==> config.mk <==
export PLATFORM = sky130hd
export DESIGN_NAME = pong_game_ctrl
export DESIGN_NICKNAME = d
export VERILOG_FILES = /design/src/rtl/pong_game_ctrl.sv
export SDC_FILE = /design/constraint.sdc
export NUM_CORES = 1
export LEC_CHECK = 0
export ABC_AREA = 1
export CELL_PAD_IN_SITES_DETAIL_PLACEMENT = 1
export CELL_PAD_IN_SITES_GLOBAL_PLACEMENT = 2
export CORE_ASPECT_RATIO = 0.6
export CORE_MARGIN = 2
export CORE_UTILIZATION = 29
export CTS_BUF_LIST = sky130_fd_sc_hd__clkbuf_4
export CTS_CLUSTER_DIAMETER = 50
export CTS_CLUSTER_SIZE = 8
export DETAILED_ROUTE_END_ITERATION = 10
export GPL_ROUTABILITY_DRIVEN = 0
export GPL_TIMING_DRIVEN = 0
export PLACE_DENSITY = 0.91
export SLEW_MARGIN = 20
export SYNTH_ARGS = -nofsm -noshare
export SYNTH_HDL_FRONTEND = slang
export SYNTH_SLANG_ARGS = --single-unit
==> constraint.sdc <==
create_clock -name clk -period 2.8 [get_ports clk]
set_input_delay 0.84 -clock clk [delete_from_list [all_inputs] [get_ports clk]]
set_output_delay 0.84 -clock clk [all_outputs]
set_load 0.02 [all_outputs]
==> src/rtl/pong_game_ctrl.sv <==
// Per-frame game sequencer for VGA pong: ball motion, wall/paddle collisions,
// scoring and the IDLE/SERVE/PLAY/OVER state machine. All outputs registered.
module pong_game_ctrl #(
  parameter int HRES         = 640,
  parameter int VRES         = 480,
  parameter int BALL_SIZE    = 8,
  parameter int BALL_SPEED   = 2,
  parameter int PADDLE_W     = 8,
  parameter int PADDLE_H     = 64,
  parameter int PADDLE_XL    = 16,
  parameter int PADDLE_XR    = 616,
  parameter int SERVE_FRAMES = 60,
  parameter int WIN_SCORE    = 9
) (
  input  logic        clk,
  input  logic        rst,
  input  logic        frame_tick,
  input  logic        start,
  input  logic [10:0] paddle_l_y,
  input  logic [10:0] paddle_r_y,
  output logic [11:0] ball_x,
  output logic [10:0] ball_y,
  output logic [3:0]  score_l,
  output logic [3:0]  score_r,
  output logic [1:0]  state,
  output logic        game_over
);

  typedef enum logic [1:0] {S_IDLE = 2'd0, S_SERVE = 2'd1, S_PLAY = 2'd2, S_OVER = 2'd3} state_t;

  localparam int SCW = $clog2(SERVE_FRAMES);

  // Geometry widened by one bit so compares never wrap.
  localparam logic [12:0] HRES_X  = 13'(HRES);
  localparam logic [12:0] BS_X    = 13'(BALL_SIZE);
  localparam logic [12:0] SP_X    = 13'(BALL_SPEED);
  localparam logic [12:0] XL_EDGE = 13'(PADDLE_XL + PADDLE_W);
  localparam logic [12:0] XR_EDGE = 13'(PADDLE_XR);
  localparam logic [11:0] VRES_Y  = 12'(VRES);
  localparam logic [11:0] BS_Y    = 12'(BALL_SIZE);
  localparam logic [11:0] SP_Y    = 12'(BALL_SPEED);
  localparam logic [11:0] PH_Y    = 12'(PADDLE_H);
  localparam logic [11:0] CX      = 12'((HRES - BALL_SIZE) / 2);
  localparam logic [10:0] CY      = 11'((VRES - BALL_SIZE) / 2);
  localparam logic [3:0]  WIN_S   = 4'(WIN_SCORE);
  localparam logic [SCW-1:0] SERVE_LAST = SCW'(SERVE_FRAMES - 1);

  state_t         state_reg, state_next;
  logic [11:0]    ball_x_reg, ball_x_next;
  logic [10:0]    ball_y_reg, ball_y_next;
  logic           dx_reg, dx_next;       // 1 = moving right
  logic           dy_reg, dy_next;       // 1 = moving down
  logic [3:0]     score_l_reg, score_l_next;
  logic [3:0]     score_r_reg, score_r_next;
  logic [SCW-1:0] serve_cnt_reg, serve_cnt_next;
  logic           game_over_reg, game_over_next;

  logic [12:0] x_w;
  logic [11:0] y_w;
  logic [11:0] pad_w [2];
  logic [1:0]  overlap;

  assign x_w      = {1'b0, ball_x_reg};
  assign y_w      = {1'b0, ball_y_reg};
  assign pad_w[0] = {1'b0, paddle_l_y};
  assign pad_w[1] = {1'b0, paddle_r_y};

  generate
    for (genvar gi = 0; gi < 2; gi++) begin : g_overlap
      assign overlap[gi] = (y_w + BS_Y > pad_w[gi]) && (y_w < pad_w[gi] + PH_Y);
    end
  endgenerate

  // Candidate motion for one PLAY tick, evaluated from the current position.
  logic [10:0] y_n;
  logic        dy_n;
  logic [11:0] x_n;
  logic        dx_n;
  logic        miss_l, miss_r;

  always_comb begin
    y_n  = ball_y_reg;
    dy_n = dy_reg;
    if (!dy_reg) begin
      if (y_w < SP_Y) begin
        y_n  = '0;
        dy_n = 1'b1;
      end else begin
        y_n = 11'(y_w - SP_Y);
      end
    end else begin
      if (y_w + BS_Y + SP_Y > VRES_Y) begin
        y_n  = 11'(VRES_Y - BS_Y);
        dy_n = 1'b0;
      end else begin
        y_n = 11'(y_w + SP_Y);
      end
    end
  end

  always_comb begin
    x_n    = ball_x_reg;
    dx_n   = dx_reg;
    miss_l = 1'b0;
    miss_r = 1'b0;
    if (!dx_reg) begin
      // x - speed <= edge rewritten as x <= edge + speed to avoid underflow
      if ((x_w <= XL_EDGE + SP_X) && (x_w >= XL_EDGE) && overlap[0]) begin
        x_n  = 12'(XL_EDGE);
        dx_n = 1'b1;
      end else if (x_w < SP_X) begin
        miss_l = 1'b1;
        dx_n   = 1'b0;
      end else begin
        x_n = 12'(x_w - SP_X);
      end
    end else begin
      if ((x_w + BS_X + SP_X >= XR_EDGE) && (x_w + BS_X <= XR_EDGE) && overlap[1]) begin
        x_n  = 12'(XR_EDGE - BS_X);
        dx_n = 1'b0;
      end else if (x_w + BS_X + SP_X > HRES_X) begin
        miss_r = 1'b1;
        dx_n   = 1'b1;
      end else begin
        x_n = 12'(x_w + SP_X);
      end
    end
  end

  always_comb begin
    state_next     = state_reg;
    ball_x_next    = ball_x_reg;
    ball_y_next    = ball_y_reg;
    dx_next        = dx_reg;
    dy_next        = dy_reg;
    score_l_next   = score_l_reg;
    score_r_next   = score_r_reg;
    serve_cnt_next = serve_cnt_reg;
    case (state_reg)
      S_IDLE, S_OVER: begin
        if (start) begin
          state_next     = S_SERVE;
          score_l_next   = '0;
          score_r_next   = '0;
          serve_cnt_next = '0;
        end
      end
      S_SERVE: begin
        if (frame_tick) begin
          if (serve_cnt_reg == SERVE_LAST) begin
            state_next     = S_PLAY;
            serve_cnt_next = '0;
          end else begin
            serve_cnt_next = serve_cnt_reg + 1'b1;
          end
        end
      end
      S_PLAY: begin
        if (frame_tick) begin
          ball_x_next = x_n;
          ball_y_next = y_n;
          dx_next     = dx_n;
          dy_next     = dy_n;
          if (miss_l || miss_r) begin
            ball_x_next    = CX;
            ball_y_next    = CY;
            serve_cnt_next = '0;
            if (miss_l) begin
              score_r_next = score_r_reg + 4'd1;
              state_next   = (score_r_reg + 4'd1 == WIN_S) ? S_OVER : S_SERVE;
            end else begin
              score_l_next = score_l_reg + 4'd1;
              state_next   = (score_l_reg + 4'd1 == WIN_S) ? S_OVER : S_SERVE;
            end
          end
        end
      end
      default: state_next = S_IDLE;
    endcase
    game_over_next = (state_next == S_OVER);
  end

  always_ff @(posedge clk) begin
    if (rst) begin
      state_reg     <= S_IDLE;
      ball_x_reg    <= CX;
      ball_y_reg    <= CY;
      dx_reg        <= 1'b1;
      dy_reg        <= 1'b1;
      score_l_reg   <= '0;
      score_r_reg   <= '0;
      serve_cnt_reg <= '0;
      game_over_reg <= 1'b0;
    end else begin
      state_reg     <= state_next;
      ball_x_reg    <= ball_x_next;
      ball_y_reg    <= ball_y_next;
      dx_reg        <= dx_next;
      dy_reg        <= dy_next;
      score_l_reg   <= score_l_next;
      score_r_reg   <= score_r_next;
      serve_cnt_reg <= serve_cnt_next;
      game_over_reg <= game_over_next;
    end
  end

  assign ball_x    = ball_x_reg;
  assign ball_y    = ball_y_reg;
  assign score_l   = score_l_reg;
  assign score_r   = score_r_reg;
  assign state     = state_reg;
  assign game_over = game_over_reg;

endmodule

### Yosys cells after proc, flatten, opt, wreduce, memory -nomap -nowiden

Cells that the tools add are included.

| cells by class | value |
|---|---|
| add/sub/neg operators | 13 |
| magnitude comparators | 12 |
| eq/ne operators | 15 |
| multiplexer cells | 46 |
| reduce and logical (&&, ||, !) cells | 15 |

Operators by type and width:

| kind | number |
|---|---|
| 12-bit two-way mux | 6 |
| 11-bit two-way mux | 4 |
| 6-bit two-way mux | 5 |
| 4-bit two-way mux | 7 |
| 11-bit by 7-bit adder with 12-bit output (second input constant) | 2 |
| 12-bit by 2-bit adder with 12-bit output (second input constant) | 2 |
| 12-bit by 11-bit > comparator with 1-bit output | 2 |
| 11-bit by 12-bit less-than comparator with 1-bit output | 2 |
| 6-bit one-hot mux with 3 select lines | 1 |
| 2-bit two-way mux | 8 |
| 4-bit one-hot mux with 2 select lines | 2 |
| 12-bit by 4-bit adder with 13-bit output (second input constant) | 1 |
| 13-bit by 2-bit adder with 13-bit output (second input constant) | 1 |
| 13-bit by 10-bit >= comparator with 1-bit output (second input constant) | 1 |
| 13-bit by 10-bit > comparator with 1-bit output (second input constant) | 1 |
| 13-bit by 10-bit <= comparator with 1-bit output (second input constant) | 1 |
| 11-bit by 4-bit adder with 12-bit output (second input constant) | 1 |
| 12-bit by 5-bit >= comparator with 1-bit output (second input constant) | 1 |
| 12-bit by 9-bit > comparator with 1-bit output (second input constant) | 1 |
| 12-bit by 5-bit <= comparator with 1-bit output (second input constant) | 1 |
| 12-bit by 2-bit less-than comparator with 1-bit output (second input constant) | 1 |
| 1-bit two-way mux | 12 |
| 2-bit inequality test (second input constant) | 6 |
| 12-bit by 2-bit subtractor with 12-bit output (second input constant) | 1 |
| other kinds (19) | 31 |

| storage, ports and cells | value |
|---|---|
| flip-flop bits (word level) | 42 |
| input port bits | 26 |
| output and inout bits | 34 |
| word-level logic and storage cells | 110 |

### Logic depth before layout (Yosys ltp)

| logic depth | value |
|---|---|
| word-level depth | 12 |
| gate-level depth with buffers | 22 |
| mapped depth without buffers | 22 |

### Worst setup path before layout

OpenSTA, ideal clock, no wires.

| timing path | value |
|---|---|
| kind | register to register |
| from | register ball_y_reg[4] (netlist: ball_y[4]) |
| to | register score_l_reg[2] (netlist: score_l[2]) |
| library setup time | 0.129 ns |
| data arrival time | 2.932 ns |
| required time | 2.671 ns |
| setup slack | -0.261 ns |
| cell stages (with the launch flop) | 19 |
| buffers on the path | 0 |
| period minus slack after synthesis | 3.061 ns |
| cells stage by stage | dfxtp_1 -> ha_1 -> nand2_1 -> nor2_1 -> xor2_1 -> inv_1 -> ha_1 -> nand2_1 -> o21ai_0 -> a21oi_1 -> nand2_1 -> nand2_1 -> or2_1 -> a21oi_4 -> nand2_4 -> nand2_4 -> nor2_4 -> o21ai_0 -> nor2_1 |

| on the way | value |
|---|---|
| cells in the longest elaborated chain, start to end | 9 |
| elaborated cells between the ends (all ways) | 17 |
| those cells by class | 1 x add/sub; 4 x order compare; 2 x eq/ne; 4 x mux; 6 x reduce/logical |

RTL lines:

| what | RTL line | text |
|---|---|---|
| from (decl) | 50 | `logic [10:0] ball_y_reg, ball_y_next;` |
| from (signal assigned) | 197 | `ball_y_reg <= ball_y_next;` |
| 11-bit by 4-bit adder with 12-bit output | 70 | `assign overlap[gi] = (y_w + BS_Y > pad_w[gi]) && (y_w < pad_w[gi] + PH_Y);` |
| 12-bit by 11-bit > comparator with 1-bit output | 70 |  |
| 1-bit logical AND | 70 |  |
| 1-bit logical AND (on tied branches) | 108, 118 |  |
| 1-bit two-way mux (on tied branches) | 108, 118 |  |
| 1-bit two-way mux | 106 | `if (!dx_reg) begin` |
| 1-bit logical OR | 164 | `if (miss_l \|\| miss_r) begin` |
| 2-bit inequality test (no line) | -- |  |
| 5-bit AND reduction (no line) * | -- |  |
| to (signal assigned) | 200 | `score_l_reg <= score_l_next;` |
| to (decl) | 53 | `logic [3:0] score_l_reg, score_l_next;` |

Mark *: on every way between the ends. The rest lies on a longest branch, timed or not.
A chain may end at the register's enable or synchronous reset.

### Worst setup path in the final report

| timing path | value |
|---|---|
| from | register ball_y_reg[6] (netlist: ball_y[6]) |
| to | register ball_y_reg[8] (netlist: ball_y[8]) |

| on the way | value |
|---|---|
| cells in the longest elaborated chain, start to end | 8 |
| elaborated cells between the ends (all ways) | 23 |
| those cells by class | 4 x add/sub; 6 x order compare; 8 x mux; 5 x reduce/logical |

RTL lines:

| what | RTL line |
|---|---|
| parallel branches: the longest is 7 deep, another holds 11-bit by 4-bit adder with 12-bit output | -- |
| 11-bit two-way mux * | 164 |

Mark *: on every way between the ends.

==> flow_summary_export.csv <==
group,metric,value,unit
timing,worst_slew_pin_slew,0.8683,ns
critical_path,ff2ff_setup_slack,-0.51,ns
floorplanning,die_y,104.0,um
yosys,yosysUniqueCellTypes,50,
layout,finalNonFillerCells,1113,
global_route,grt_pass1_vias,5738,
drt,antenna_left,0,
critical_path,crit_path_end_kind,"flip-flop",
global_route,antenna_found_initial,0,
yosys,ys_top_cells_by_area,"dfxtp_1, ha_1, nand2_1, inv_1, a21oi_1",
clock_network,cts_buffers,5,
drt,viasPerCell,5.265,
timing,hold_viol_final,0,
layout,drive_gt1_share,35.37,%
pwr,vdd_ir_drop_max,0.0002114,V
drt,drc,0,
run_status,status,"finished, violations left",
floorplanning,initial_core_util,29.69,%
timing,fin_crit,3.310,ns
critical_path,r2r_end,"ball_y[8]$_SDFFE_PP0P_",
layout,diodes,0,
critical_path,arrival,3.65,ns
placement,port-buffer-count,56,
critical_path,critical_path_class,"reg2reg",
floorplanning,rows,36,
floorplanning,core_area,0.01626,mm2
timing,fmax,0.3021,GHz
layout,nets,966,
critical_path,endpoint,"ball_y[8]$_SDFFE_PP0P_",
drt,wl_per_cell,19.35,um
yosys,postSynthAreaPerCell,6.472,um2
clock_network,clock_path_buffers,2,
layout,multi_input_area,0.004438,mm2
global_route,grt_use_total,22.00,%
hold_path,worst_hold_path_type,"reg2reg",
yosys,synth-simple-area-share,35.19,%
timing,slew_headroom,42.11,%
drt,dr.pass1.iters,5,
yosys,postSynthCellCount,746,
placement,place_ws,-1.473,ns
critical_path,rr_worst_depth,20,
layout,seqCellArea,830.8,um2
yosys,yosys.area.top_type_share,16.58,%
yosys,synth-seq-cells,40,
global_route,grt_pass1_wl,31.08,mm
timing,skew,0.02681,ns
critical_path,crit_fanout,5,
clock_network,clock-sinks,40,
layout,syn2layout_area_growth,52.66,%
timing,rsz0062_at_grt,"yes",
run_status,violations,"setup timing",
timing,postLayoutSetupSlackWorst,-0.5096,ns
critical_path,startpoint_type,"flip-flop",
clock_network,root_buffer,"clkbuf_4",
yosys,synth.area.mux_share,0,%
pwr,power_density,189.6,mW/mm2
timing,slew_viol_final,0,
drt,drt-total-wl,21.54,mm
yosys,synth_compound_area_share,16.97,%
timing,setup-violations-final,39,
global_route,grt_max_degree,15,
clock_network,htreeDepth,2,
floorplanning,ios,60,
critical_path,r2r-start,"ball_y[6]$_SDFFE_PP1P_",
critical_path,cp-startpoint,"ball_y[6]$_SDFFE_PP1P_",
drt,drt_iter0_markers,382,
pwr,p_leak,3.144,nW
critical_path,worst_ep_required_time,3.14,ns
layout,final_common_cell,"nand2_1",
yosys,ys_seq_area_share,16.58,%
yosys,yosys.area.top_type,"dfxtp_1",
floorplanning,die_x,170.6,um
clock_network,cts_tree,"done",
job,maxCapViolCount,0,
global_route,grt.overflow.total,0,
yosys,yosysWarnings,0,
layout,largest_register_ffs,11,
yosys,syn_area,0.004828,mm2
layout,final_cell_mix,"nand2_1, inv_1, nor2_1",
clock_network,clk_latency,0.41,ns
layout,fillers,2034,
timing,whs,0.5198,ns
timing,period_share,118.2,%
placement,dp.cells,1031,
yosys,synth_xor_area_share,6.530,%
clock_network,clk_pin_slew,0.16,ns
floorplanning,die_area,0.01773,mm2
drt,vias,5860,
yosys,synthAdderAreaFrac,14.51,%
yosys,synth_top_family_by_area,"simple AND/OR/NAND/NOR gates",
placement,hpwl,13.60,mm
-- per-layer routing --
layer | global-route usage [%] | vias to the layer above | share of wire, %
met4 | 1.954 | 0 | 2.2
li1 | - | 2754 | -
met3 | 3.843 | 40 | 5.5
met1 | 33.95 | 2849 | 48
met2 | 32.56 | 217 | 44
met5 | 0 | - | 0
-- kinds of logic (layout without fill, tap and decap cells) --
logic type / count (synthesis) / in the layout
AO/OA/AOI/OAI: 144 / 144
buffers and inverters: 118 / 255
other: 1 / 2
adder cells (fa/ha/maj): 56 / 56
flip-flops: 40 / 40
AND/OR/NAND/NOR: 351 / 352
XOR/XNOR: 36 / 36
-- worst min path at each step --
stage                             startpoint                             to  slack (ns)  depth (start not counted)
2_1_floorplan  serve_cnt_reg[0]$_SDFFE_PP0P_  serve_cnt_reg[0]$_SDFFE_PP0P_        0.47                          2
3_3_place_gp   serve_cnt_reg[0]$_SDFFE_PP0P_  serve_cnt_reg[0]$_SDFFE_PP0P_        0.49                          2
3_5_place_dp         score_r[0]$_SDFFE_PP0P_        score_r[0]$_SDFFE_PP0P_        0.51                          2
4_1_cts              score_r[0]$_SDFFE_PP0P_        score_r[0]$_SDFFE_PP0P_        0.53                          2
5_1_grt              score_l[3]$_SDFFE_PP0P_        score_l[3]$_SDFFE_PP0P_        0.55                          2
6_report             score_r[0]$_SDFFE_PP0P_        score_r[0]$_SDFFE_PP0P_        0.52                          2
-- where the power goes --
part / total [mW] / switching, mW / leakage, nW / internal (mW)
registers: 0.585 / 0.0127 / 0.324 / 0.572
clock network: 0.463 / 0.271 / 0.0418 / 0.191
logic: 0.350 / 0.197 / 2.78 / 0.153
total: 1.40 / 0.481 / 3.14 / 0.916
-- cell usage after synthesis (all sizes together) --
cell	number
xor2	27
o21bai	3
ha	56
o221ai	3
or2	3
clkbuf	11
o211ai	11
xnor2	9
inv	93
nor3b	1
clkinv	2
nor4	1
nor3	16
a211oi	3
nand4	15
nand3b	4
nand3	54
a31oi	3
o22ai	6
nand2	164
a22oi	1
dfxtp	40
conb	1
nor2	92
buf	12
o31ai	1
or3	1
a21oi	62
o21ai	51
-- area by class of cell --
cell class	instances	share of cell area, %
Clock inverter	3	0.6281
Buffer	22	2.088
Multi-Input combinational cell	590	60.21
Sequential cell	40	11.27
Inverter	95	5.042
Tap cell	228	3.870
Timing Repair Buffer	130	16.38
Clock buffer	5	0.5093
-- stage by stage --
stage | TNS, ns | util (%) | total power, mW | instance area, um2
6_report | -14.69 | 45.33 | 1.397 | 7371
5_1_grt | -18.47 | 45.33 | 1.456 | 7371
2_1_floorplan | -0.4486 | - | 0.7475 | 4898
4_1_cts | -4.210 | 41.82 | 1.355 | 6800
3_5_place_dp | -49.60 | 35.33 | 0.8485 | 5744
3_3_place_gp | -47.72 | 35.33 | 0.8418 | 5744
-- critical path, stage by stage (launching register included) --
cell      delay [ns]
dfxtp_4         0.40
buf_8           0.13
nand2_8         0.06
nor2_4          0.16
nand2_2         0.09
xor2_2          0.19
buf_4           0.16
ha_4            0.29
nand2_4         0.06
nor2_4          0.18
nand3_2         0.10
nand3b_1        0.12
nand2_2         0.10
nor3_4          0.22
nand2_4         0.09
nand3_4         0.09
nand2_4         0.06
buf_8           0.14
nor3_4          0.25
o211ai_1        0.21
a21oi_2         0.15
-- timing repair --
item	CTS	global route
pin swaps	85	49
cloned	0	1
setup endpoints to repair	39	40
hold buffers	0	0
resized for setup	199	90
buffers inserted	60	21
Power figures use the tool's default switching activity.
